--- config.mk ---
export PLATFORM = sky130hd
export DESIGN_NAME = turn_timer_bcd
export DESIGN_NICKNAME = d
export VERILOG_FILES = /design/src/rtl/turn_timer_pkg.sv /design/src/rtl/tick_prescaler.sv /design/src/rtl/turn_timer_bcd.sv
export SDC_FILE = /design/constraint.sdc
export NUM_CORES = 1
export LEC_CHECK = 0
export CORE_ASPECT_RATIO = 1.5
export CORE_UTILIZATION = 45
export DETAILED_ROUTE_END_ITERATION = 8
export GPL_ROUTABILITY_DRIVEN = 0
export GPL_TIMING_DRIVEN = 0
export HOLD_SLACK_MARGIN = 0.15
export SETUP_SLACK_MARGIN = 0.5
export SYNTH_ARGS = -nofsm -noshare
export SYNTH_HDL_FRONTEND = slang
export SYNTH_SLANG_ARGS = --single-unit
--- constraint.sdc ---
create_clock -name clk -period 3.4 [get_ports clk]
set_clock_uncertainty 0.1 [all_clocks]
set_input_delay 0.34 -clock clk [delete_from_list [all_inputs] [get_ports clk]]
set_output_delay 0.34 -clock clk [all_outputs]
set_load 0.1 [all_outputs]
--- src/rtl/turn_timer_pkg.sv ---
// ---------------------------------------------------------------------------
// turn_timer_pkg : shared types and BCD MM:SS helpers for turn_timer_bcd
// Revision 1.0
// ---------------------------------------------------------------------------
`default_nettype none

package turn_timer_pkg;

  typedef logic [3:0] bcd_digit_t;

  typedef enum logic [1:0] {
    IDLE    = 2'd0,
    RUN     = 2'd1,
    PAUSE   = 2'd2,
    EXPIRED = 2'd3
  } timer_state_t;

  localparam int unsigned DIG_MAX_UNITS = 9;
  localparam int unsigned DIG_MAX_TENS  = 5;

  typedef struct packed {
    bcd_digit_t m2;
    bcd_digit_t m1;
    bcd_digit_t s2;
    bcd_digit_t s1;
  } mmss_t;

  function automatic logic mmss_is_zero(input mmss_t v);
    return (v == '0);
  endfunction

  // Borrow chain s1 -> s2 -> m1 -> m2; 00:00 saturates rather than wrapping.
  function automatic mmss_t mmss_dec(input mmss_t v);
    mmss_t r;
    r = v;
    if (v.s1 != 4'd0) begin
      r.s1 = v.s1 - 4'd1;
    end else begin
      r.s1 = 4'(DIG_MAX_UNITS);
      if (v.s2 != 4'd0) begin
        r.s2 = v.s2 - 4'd1;
      end else begin
        r.s2 = 4'(DIG_MAX_TENS);
        if (v.m1 != 4'd0) begin
          r.m1 = v.m1 - 4'd1;
        end else begin
          r.m1 = 4'(DIG_MAX_UNITS);
          if (v.m2 != 4'd0) r.m2 = v.m2 - 4'd1;
          else              r    = '0;
        end
      end
    end
    return r;
  endfunction

endpackage

`default_nettype wire

--- src/rtl/tick_prescaler.sv ---
// ---------------------------------------------------------------------------
// tick_prescaler : free-running divider emitting one tick per TICK_CYCLES
// Revision 1.0
// ---------------------------------------------------------------------------
`default_nettype none

module tick_prescaler #(
  parameter int unsigned TICK_CYCLES = 100_000_000
) (
  input  logic clk,
  input  logic reset_n,
  input  logic en,
  input  logic clr,
  output logic tick
);

  localparam int unsigned CW = (TICK_CYCLES > 1) ? $clog2(TICK_CYCLES) : 1;
  localparam logic [CW-1:0] LAST = CW'(TICK_CYCLES - 1);

  if (TICK_CYCLES == 0) begin : g_bad_tick
    $error("tick_prescaler: TICK_CYCLES must be at least 1");
  end

  logic [CW-1:0] cnt_q;
  logic [CW-1:0] cnt_d;

  always_comb begin
    cnt_d = cnt_q;
    if (clr) begin
      cnt_d = '0;
    end else if (en) begin
      cnt_d = (cnt_q == LAST) ? '0 : cnt_q + CW'(1);
    end
  end

  always_ff @(posedge clk or negedge reset_n) begin
    if (!reset_n) cnt_q <= '0;
    else          cnt_q <= cnt_d;
  end

  assign tick = en && (cnt_q == LAST);

endmodule

`default_nettype wire

--- src/rtl/turn_timer_bcd.sv ---
// ---------------------------------------------------------------------------
// turn_timer_bcd : per-turn MM:SS BCD countdown with run/pause/expire control
// Revision 1.0
// ---------------------------------------------------------------------------
`default_nettype none

module turn_timer_bcd
  import turn_timer_pkg::*;
#(
  parameter int unsigned TICK_CYCLES = 100_000_000,
  parameter int unsigned PRESET_M2   = 0,
  parameter int unsigned PRESET_M1   = 0,
  parameter int unsigned PRESET_S2   = 3,
  parameter int unsigned PRESET_S1   = 0
) (
  input  logic       clk,
  input  logic       reset_n,
  input  logic       start,
  input  logic       pause,
  input  logic       clear,
  output logic [3:0] sec_dig1,
  output logic [3:0] sec_dig2,
  output logic [3:0] min_dig1,
  output logic [3:0] min_dig2,
  output logic       running,
  output logic       expired
);

  if (PRESET_M2 > DIG_MAX_UNITS || PRESET_M1 > DIG_MAX_UNITS ||
      PRESET_S2 > DIG_MAX_TENS  || PRESET_S1 > DIG_MAX_UNITS) begin : g_bad_preset
    $error("turn_timer_bcd: preset digit outside BCD range");
  end

  localparam mmss_t PRESET = {4'(PRESET_M2), 4'(PRESET_M1),
                              4'(PRESET_S2), 4'(PRESET_S1)};

  timer_state_t state_q, state_d;
  mmss_t        digits_q, digits_d;
  logic         running_q, running_d;
  logic         expired_q, expired_d;
  logic         run_en;
  logic         tick;
  mmss_t        digits_dec;

  assign run_en     = (state_q == RUN);
  assign digits_dec = mmss_dec(digits_q);

  tick_prescaler #(
    .TICK_CYCLES(TICK_CYCLES)
  ) u_prescaler (
    .clk    (clk),
    .reset_n(reset_n),
    .en     (run_en),
    .clr    (start | clear),
    .tick   (tick)
  );

  // A tick that lands on the same cycle as pause is still honoured before pausing.
  always_comb begin
    state_d   = state_q;
    digits_d  = digits_q;
    expired_d = 1'b0;
    if (clear) begin
      state_d  = IDLE;
      digits_d = PRESET;
    end else if (start) begin
      digits_d = PRESET;
      if (mmss_is_zero(PRESET)) begin
        state_d   = EXPIRED;
        expired_d = 1'b1;
      end else begin
        state_d = RUN;
      end
    end else begin
      case (state_q)
        RUN: begin
          if (tick) begin
            digits_d = digits_dec;
            if (mmss_is_zero(digits_dec)) begin
              state_d   = EXPIRED;
              expired_d = 1'b1;
            end else if (pause) begin
              state_d = PAUSE;
            end
          end else if (pause) begin
            state_d = PAUSE;
          end
        end
        PAUSE: begin
          if (pause) state_d = RUN;
        end
        default: begin
          state_d = state_q;
        end
      endcase
    end
    running_d = (state_d == RUN);
  end

  always_ff @(posedge clk or negedge reset_n) begin
    if (!reset_n) begin
      state_q   <= IDLE;
      digits_q  <= PRESET;
      running_q <= 1'b0;
      expired_q <= 1'b0;
    end else begin
      state_q   <= state_d;
      digits_q  <= digits_d;
      running_q <= running_d;
      expired_q <= expired_d;
    end
  end

  assign sec_dig1 = digits_q.s1;
  assign sec_dig2 = digits_q.s2;
  assign min_dig1 = digits_q.m1;
  assign min_dig2 = digits_q.m2;
  assign running  = running_q;
  assign expired  = expired_q;

endmodule

`default_nettype wire
==> summary.txt <==
Synth
  – Top FF cell, synth: dfrtp_1
  – Number of flops mapped to enable cells by yosys: 0
  – Yosys cell types: 56
  – Syn Inst Count: 337
  – Post-synth design cell area: 2980 sq um
  – Syn Nets: 345
  – Syn Area/Cell: 8.84 sq um
  – Ys Warns: 0
  – Asr flop ratio synth: 100%
  – Post-synthesis register bit count: 47
  – Sequential share of the synthesized area: 39.6%

GRT
  – First-pass GRT wire length: 12900 um
  – All-Layer GR Usage: 25.1%
  – Initial antenna violation count: 0
  – Vias in the first global route: 2724
  – GRT Residual Overflow: 0
  – Pin count of the biggest net entering global routing: 30
  – GR Layer Usage met3: 3.94%
  – Met1 usage: 26.1%
  – GR met2 Demand/Resource: 47.0%
  – Most crowded layer after global routing: met2

Cells and area
  – Number of antenna diodes: 0
  – Layout net count: 378
  – Share of layout cells above drive strength 1: 9.97%
  – Post-Layout Cell Count: 447
  – Area grow syn2layout: 15.5%

Drt
  – DRC: 0
  – Initial DRC Count: 147
  – Total vias in the final route: 2759
  – TritonRoute pass-1 iters: 4
  – Routed wire length: 8000 um
  – Post-route ant nets: 0
  – Vias per cell: 6.17
  – DR WL/cell: 17.9 um

Worst hold path
  – Hold Crit Class: in -> async

Critical path
  – CP Launch Type: flop
  – Setup crit end kind: flop
  – Setup CP Type: reg -> reg
  – Slowest-stage cell, CP: or4_4
  – Worst path cell trace: clkbuf_1 > or4_4 > nor4_2 > o21ai_1 > or4b_4 > o31a_1
  – RR Endpoint: running
  – Slowest Stage Delay on Critical Path: 0.59 ns
  – CP Capture Point: running
  – CP max FO: 8
  – Data required, critical path: 3.49 ns
  – R2R depth: 6
  – Critical Path AT: 2.92 ns
  – Setup slack, reg-to-reg: 0.58 ns
  – CP startpoint: min_dig1[1]
  – Reg2reg start: min_dig1[1]

CTS
  – Clk Latency, worst-skew pair: 0.31 ns
  – Clock Path Buffers: 2
  – TritonCTS clock tree: built
  – Clk slew on worst S/H paths: 0.09 ns
  – H-Tree Depth: 2
  – CTS Buf Count: 5
  – Root buffer cell: clkbuf_8
  – Total clock sinks: 47

Floorplan
  – Total Die Area: 6960 sq um
  – Core area: 6440 sq um
  – Initial Util: 46.3%
  – Std-Cell Rows: 36
  – Chip width: 68.4 um
  – DIE HEIGHT: 102 um
  – Num ports: 23

Timing
  – Finish-stage setup viols: 0
  – Final min period: 2.82 ns
  – Worst Tran Pin Value: 0.977 ns
  – Relative max-transition margin: 34.6%
  – Tcrit/Tclk final: 83.1%
  – Setup WS post-layout: 0.575 ns
  – Final Max Tran Viols: 0
  – RSZ-0062 raised after global routing: false
  – Final hold vios: 0
  – Hold Slack: 0.419 ns
  – Max Clock Freq: 0.354 GHz
  – Setup TNS: 0 ns

Run
  – Max cap viols: 0

Placement
  – Hpwl dp: 5880 um
  – Port bufs: 22
  – Dpl ws: 0.537 ns
  – Placed instance count: 436

Outcome
  – Status: completed

Power
  – Leak Pwr: 1.31 nW
  – Power density cells: 285 nW/um^2
  – Worst VDD drop: 193 uV
cell type report:
class,instances,area (sq um)
fill,638,3000
multi-input combinational,260,1680
sequential,47,1190
timing repair buffer,26,260
buffer,24,111
tap,76,95.1
clock buffer,7,76.3
inverter,6,22.5
clock inverter,1,5.00
per-layer routing:
metal	vias to the layer above	routed length, um
met4	0	263
met1	1338	3160
li1	1332	-
met5	-	0
met2	68	4350
met3	21	232
registers in the layout, indices dropped and copies added, names as in the netlist:
register and count:
running 1, min_dig1 4, u_prescaler.cnt_q 27, sec_dig1 4
expired 1, min_dig2 4, sec_dig2 4, state_q 2
layout by cell type, fill, tap and decap left out, types with 4 or more instances in the layout:
cell type,instances
mux2i_1,6
nor2_1,33
a31oi_1,5
buf_2,5
o31ai_1,8
nand4_1,14
or4_1,9
xor2_1,14
inv_1,6
clkbuf_1,19
clkdlybuf4s50_1,21
o21ai_0,11
and3_1,9
nor4_1,5
dfrtp_1,39
nand3_1,20
dfrtp_2,6
clkbuf_8,5
a21oi_1,18
and4_1,4
nand2_1,25
or3_1,6
nand4b_1,5
nor3_1,9
critical path, delay by kind of cell (launching register included):
family,cells,cell delay [ns]
compound gates,2,0.47
buf+inv,1,0.19
flops,1,0.40
simple gates,3,1.56
synth_stat cells (4+ instances only):
library cell | count | area [sq um]
a31oi_1 | 5 | 31.3
inv_1 | 6 | 22.5
clkbuf_1 | 18 | 67.6
dfrtp_1 | 45 | 1130
mux2i_1 | 6 | 60.1
or4_1 | 9 | 67.6
nand4_1 | 14 | 87.6
a21oi_1 | 18 | 90.1
or3_1 | 6 | 37.5
and3_1 | 9 | 56.3
nor4_1 | 6 | 37.5
nor2_1 | 33 | 124
buf_2 | 4 | 20.0
xor2_1 | 14 | 123
nor3_1 | 9 | 45.0
nand4b_1 | 5 | 43.8
nand2_1 | 25 | 93.8
o21ai_0 | 11 | 55.1
o31ai_1 | 8 | 60.1
and4_1 | 4 | 35.0
nand3_1 | 20 | 100
cell families after synthesis:
| kind of cell | Yosys count | share of synthesized area, % |
|---|---|---|
| multiplexers | 6 | 2.02 |
| flip-flops | 47 | 39.6 |
| buffers and inverters | 30 | 4.45 |
| XOR/XNOR | 17 | 5.00 |
| adder cells (fa/ha/maj) | 3 | 1.26 |
| AO/OA/AOI/OAI | 67 | 15.4 |
| AND/OR/NAND/NOR | 167 | 32.3 |
worst min path at each step:
stage                             to  slack, ns
6_report                     running       0.42
5_1_grt                      running       0.46
4_1_cts                      running       0.41
3_5_place_dp                 running       0.22
3_3_place_gp   u_prescaler.cnt_q[26]       0.42
2_1_floorplan                expired      -0.06
where the power goes:
part	switching, mW	leakage, nW	internal [mW]
logic	0.0594	0.635	0.0252
registers	0.00246	0.636	0.562
clock network	0.187	0.0422	0.145
through the flow:
stage,cell area [sq um],utilization [%],power [mW]
final,3440,53.4,0.981
after detailed placement,3320,51.5,0.661
after global routing,3440,53.4,1.03
after global placement,3300,51.3,0.658
after floorplan,2990,-,0.622
after CTS,3410,52.9,1.00
repair_timing:
item | CTS | global route
hold buffers | 1 | 0
gates resized for setup | 0 | 4
buffers inserted | 0 | 2
endpoints found under the hold margin | 16 | 0
endpoints found under the setup margin | 0 | 28
Power figures use the tool's default switching activity.
